**config.mk**
```make
export PLATFORM = sky130hd
export DESIGN_NAME = io_uart_tx
export DESIGN_NICKNAME = d
export VERILOG_FILES = /design/src/rtl/io_uart_tx.sv
export SDC_FILE = /design/constraint.sdc
export NUM_CORES = 1
export LEC_CHECK = 0
export ABC_CLOCK_PERIOD_IN_PS = 3380
export CAP_MARGIN = 20
export CORE_ASPECT_RATIO = 1.25
export CORE_MARGIN = 2
export CORE_UTILIZATION = 40
export DETAILED_ROUTE_END_ITERATION = 8
export PLACE_DENSITY = 0.72
export RECOVER_POWER = 50
export SYNTH_ARGS = -nofsm -noshare
export SYNTH_HDL_FRONTEND = slang
export SYNTH_SLANG_ARGS = --single-unit
```
**constraint.sdc**
```tcl
create_clock -name clk -period 3.38 [get_ports clk]
set_clock_uncertainty 0.2 [all_clocks]
set_input_delay 0.507 -clock clk [delete_from_list [all_inputs] [get_ports clk]]
set_output_delay 0.507 -clock clk [all_outputs]
set_load 0.01 [all_outputs]
```
**src/rtl/io_uart_tx.sv**
```systemverilog
// io_uart_tx: memory-mapped 8N1 UART transmitter with a one-deep holding register.
// A CPU write queues in[7:0]; a CPU read returns {busy, 14'b0, full}.
module io_uart_tx #(
    parameter int unsigned CLKS_PER_BIT = 217
) (
    input  logic        clk,
    input  logic        rst_n,
    input  logic        load,
    input  logic [15:0] in,
    output logic [15:0] out,
    output logic        tx
);

    localparam int unsigned CW = 16;
    localparam logic [CW-1:0] BAUD_LAST = CW'(CLKS_PER_BIT - 1);

    typedef enum logic [1:0] {
        S_IDLE  = 2'd0,
        S_START = 2'd1,
        S_DATA  = 2'd2,
        S_STOP  = 2'd3
    } state_t;

    state_t          r_state;
    logic [7:0]      r_shift;
    logic [7:0]      r_hold;
    logic            r_full;
    logic [CW-1:0]   r_baud;
    logic [2:0]      r_bit;
    logic            r_tx;

    logic            w_baud_end;
    logic [2:0]      w_bit_nxt;
    logic            w_busy;
    logic            w_unused;

    assign w_baud_end = (r_baud == BAUD_LAST);
    assign w_bit_nxt  = r_bit + 3'd1;
    assign w_busy     = (r_state != S_IDLE);
    // Upper write byte carries no meaning for this slot.
    assign w_unused   = ^in[15:8];

    // Status word and serial line come straight from flops.
    assign out = {w_busy, 14'b0, r_full};
    assign tx  = r_tx;

    // Transmit FSM, holding register and baud/bit counters.
    always_ff @(posedge clk) begin
        if (!rst_n) begin
            r_state <= S_IDLE;
            r_shift <= 8'h00;
            r_hold  <= 8'h00;
            r_full  <= 1'b0;
            r_baud  <= '0;
            r_bit   <= 3'd0;
            r_tx    <= 1'b1;
        end else begin
            // A write while a frame is in flight lands in the holding register;
            // full is sampled before any drain, so a write against full=1 is lost.
            if (load && !r_full && (r_state != S_IDLE)) begin
                r_hold <= in[7:0];
                r_full <= 1'b1;
            end

            case (r_state)
                S_IDLE: begin
                    r_tx   <= 1'b1;
                    r_baud <= '0;
                    r_bit  <= 3'd0;
                    if (r_full) begin
                        r_shift <= r_hold;
                        r_full  <= 1'b0;
                        r_state <= S_START;
                        r_tx    <= 1'b0;
                    end else if (load) begin
                        r_shift <= in[7:0];
                        r_state <= S_START;
                        r_tx    <= 1'b0;
                    end
                end

                S_START: begin
                    if (w_baud_end) begin
                        r_baud  <= '0;
                        r_bit   <= 3'd0;
                        r_state <= S_DATA;
                        r_tx    <= r_shift[0];
                    end else begin
                        r_baud <= r_baud + CW'(1);
                    end
                end

                S_DATA: begin
                    if (w_baud_end) begin
                        r_baud <= '0;
                        if (r_bit == 3'd7) begin
                            r_state <= S_STOP;
                            r_tx    <= 1'b1;
                        end else begin
                            r_bit <= w_bit_nxt;
                            r_tx  <= r_shift[w_bit_nxt];
                        end
                    end else begin
                        r_baud <= r_baud + CW'(1);
                    end
                end

                S_STOP: begin
                    if (w_baud_end) begin
                        r_baud <= '0;
                        r_bit  <= 3'd0;
                        // Queued byte starts its frame with no idle gap.
                        if (r_full) begin
                            r_shift <= r_hold;
                            r_full  <= 1'b0;
                            r_state <= S_START;
                            r_tx    <= 1'b0;
                        end else begin
                            r_state <= S_IDLE;
                            r_tx    <= 1'b1;
                        end
                    end else begin
                        r_baud <= r_baud + CW'(1);
                    end
                end

                default: begin
                    r_state <= S_IDLE;
                    r_tx    <= 1'b1;
                end
            endcase
        end
    end

endmodule

```
==> reports/metrics.yaml <==
power_leakage_nw: 0.8431
num_rows: 29
ir_drop_mv: 0.2919
track_usage_pct: 13.07
hold_class: "register to register"
cts_tree: "yes"
ctsResizeCount: 0
synth_seq_cells: 39
critical_path.max_fanout: 7
power_density_nw_per_um2: 577.7
period_share_pct: 76.19
cp_data_arrival_time_ns: 2.60
final_cell_mix: "dfxtp_1 (39), nand2_1 (29), nor2_1 (21), mux2i_1 (17), conb_1 (14)"
cts.sinks: 39
die_area_um2: 5835
path_cells: "or4_1, or4_1, a221oi_1, mux2i_1"
slowest_stage: "or4_1"
synth-compound-area-share_pct: 5.615
clkLatencyLatePin_ns: 0.29
initial_core_util_pct: 41.23
tns_ns: 0
syn_to_final_growth_pct: 8.363
path_common_cell: "or4_1"
wl_um: 3413
drv_slew: 0
critPathKind: "register to register"
synth_area_um2: 2095
hold_viol_final: 0
grt-ovfl-total: 0
core_area_um2: 5080
route.detailed.drc: 0
clock.fmax_mhz: 388.3
vias: 1520
synth.top_cell.area_share_pct: 37.28
async_flop_share_pct: 0
grt_pass1_vias: 1381
synth_fa_ha_area_share_pct: 5.376
ios: 36
clkTransAtPathRegs_ns: 0.08
setup_viol: 0
dr.first_iter.drc_count: 83
io_buffers: 13
yosysSeqAreaShare_pct: 37.28
clockBufferDepth: 2
dp_hpwl_um: 2524
drive_gt1_share_pct: 8.299
num-fill-cells: 508
synthMuxAreaShare_pct: 15.11
synth-simple-area-share_pct: 20.97
path_buf_inv: 0
yosys_warnings: 0
yosysUniqueCellTypes: 40
viasPerCell: 5.017
die_y_um: 84.91
status: "completed"
yosys.area.top_type: "dfxtp_1"
synthXorXnorAreaFrac_pct: 5.854
synth_edf_count: 0
synth_top_family_by_area: "simple AND/OR/NAND/NOR gates"
maxSlewHeadroom_pct: 56.31
cp-start-kind: "register"
grt_max_degree: 23
clockRootBuffer: "clkbuf_8"
ant_nets: 0
rsz0062_at_grt: "false"
cts_htree_levels: 2
synth_area_leaders: "dfxtp_1 (37%), mux2i_1 (8.1%), buf_4 (5.7%), ha_1 (5.4%), nand2_1 (5.2%)"
nets: 268
die_x_um: 68.72
grt_first_pass_wirelength_um: 5871
fin_crit_ns: 2.575
cts_setup_buffers: 0
critical_path.top_delay_family: "simple AND/OR/NAND/NOR gates"
firstDrtPassIters: 4
syn_inst: 231
antennaDiodeCount: 0
cap_violations: 0
cts_buffers: 5
place.gp.congestion: 0.7582
hold_buffers: 0
power_w: 0.001311
worstSetupEndpointType: "register"
post_drt_wl_per_cell_um: 11.26
required_ns: 3.41
final_common_cell: "dfxtp_1"
worst_pin_slew_ns: 0.6530
antenna_found_initial: 0
slowest_delay_ns: 0.68
synth-main-ff-cell: "dfxtp_1"
avgSynthCellArea_um2: 9.067
-- Yosys cell counts, types with 4 or more instances --
| library cell | count |
|---|---|
| buf_4 | 16 |
| clkbuf_1 | 6 |
| dfxtp_1 | 39 |
| ha_1 | 9 |
| inv_1 | 9 |
| mux2_2 | 9 |
| mux2i_1 | 17 |
| nand2_1 | 29 |
| nand3_1 | 7 |
| nor2_1 | 21 |
| nor2b_1 | 9 |
| nor3_1 | 4 |
| nor4_1 | 6 |
| xnor2_1 | 12 |
-- flip-flops by register name, indices dropped and copies added (netlist names) --
| name | count |
|---|---|
| r_baud | 16 |
| r_bit | 3 |
| r_full | 1 |
| r_hold | 8 |
| r_shift | 8 |
| r_state | 2 |
| tx | 1 |
-- final cells by class --
cell class              instances  area, um2  area share, %
repair buffers                 15      141.4          6.229
flip-flops and latches         39      780.7          34.40
well taps                      62      77.57          3.418
clock inverters                 1      5.005         0.2205
multi-input cells             170       1155          50.88
clock buffers                   7      76.32          3.363
inverters                       9      33.78          1.488
-- per-stage QoR --
step	utilization (%)	worst slack, ns	cell area (um2)	std cells	hold slack [ns]
2_1_floorplan	-	1.098	2143	244	0.2348
3_3_place_gp	43.37	0.8375	2203	295	0.2444
3_5_place_dp	43.37	0.7959	2203	295	0.2489
4_1_cts	44.98	0.7942	2285	303	0.2594
5_1_grt	44.68	0.6031	2270	303	0.2795
6_report	44.68	0.8049	2270	303	0.2538
-- cell families (layout without fill, tap and decap cells) --
logic type / Yosys count / after routing
compound gates: 15 / 15
xor+xnor: 14 / 14
fa+ha+maj: 9 / 9
buf+inv: 35 / 32
flops: 39 / 39
mux: 28 / 28
other cells: 1 / 14
simple gates: 90 / 90
-- worst reg2reg max path, cell delays in order, from the launching register on --
cell	delay, ns
dfxtp_1	0.35
or4_1	0.56
or4_1	0.68
a221oi_1	0.49
mux2i_1	0.22
-- where the power goes --
part	switching, W	total, W	internal, W
clock network	0.000156	0.000300	0.000145
registers	0.0000435	0.000568	0.000525
logic	0.000228	0.000443	0.000215
-- metal layers --
layer	up-vias	share of wire (%)	wire length (um)	global-route usage, %
li1	775	-	-	-
met1	703	45	1523	15.50
met2	33	49	1663	21.68
met3	9	4.0	135	2.520
met4	0	2.7	91	6.952
met5	-	0	0	0
-- path summary, 6_finish.rpt --
check / from / endpoint / slack (ns) / cells after the start
setup reg to reg: r_baud[8]$_SDFF_PP0_ / r_state[1]$_SDFFE_PN0P_ / 0.80 / 4
setup / recovery: r_baud[8]$_SDFF_PP0_ / r_state[1]$_SDFFE_PN0P_ / 0.80 / 4
hold / removal: r_shift[4]$_SDFFE_PN0P_ / r_shift[4]$_SDFFE_PN0P_ / 0.25 / 2
hold reg to reg: r_shift[4]$_SDFFE_PN0P_ / r_shift[4]$_SDFFE_PN0P_ / 0.25 / 2
(Power assumes the default switching activity.)
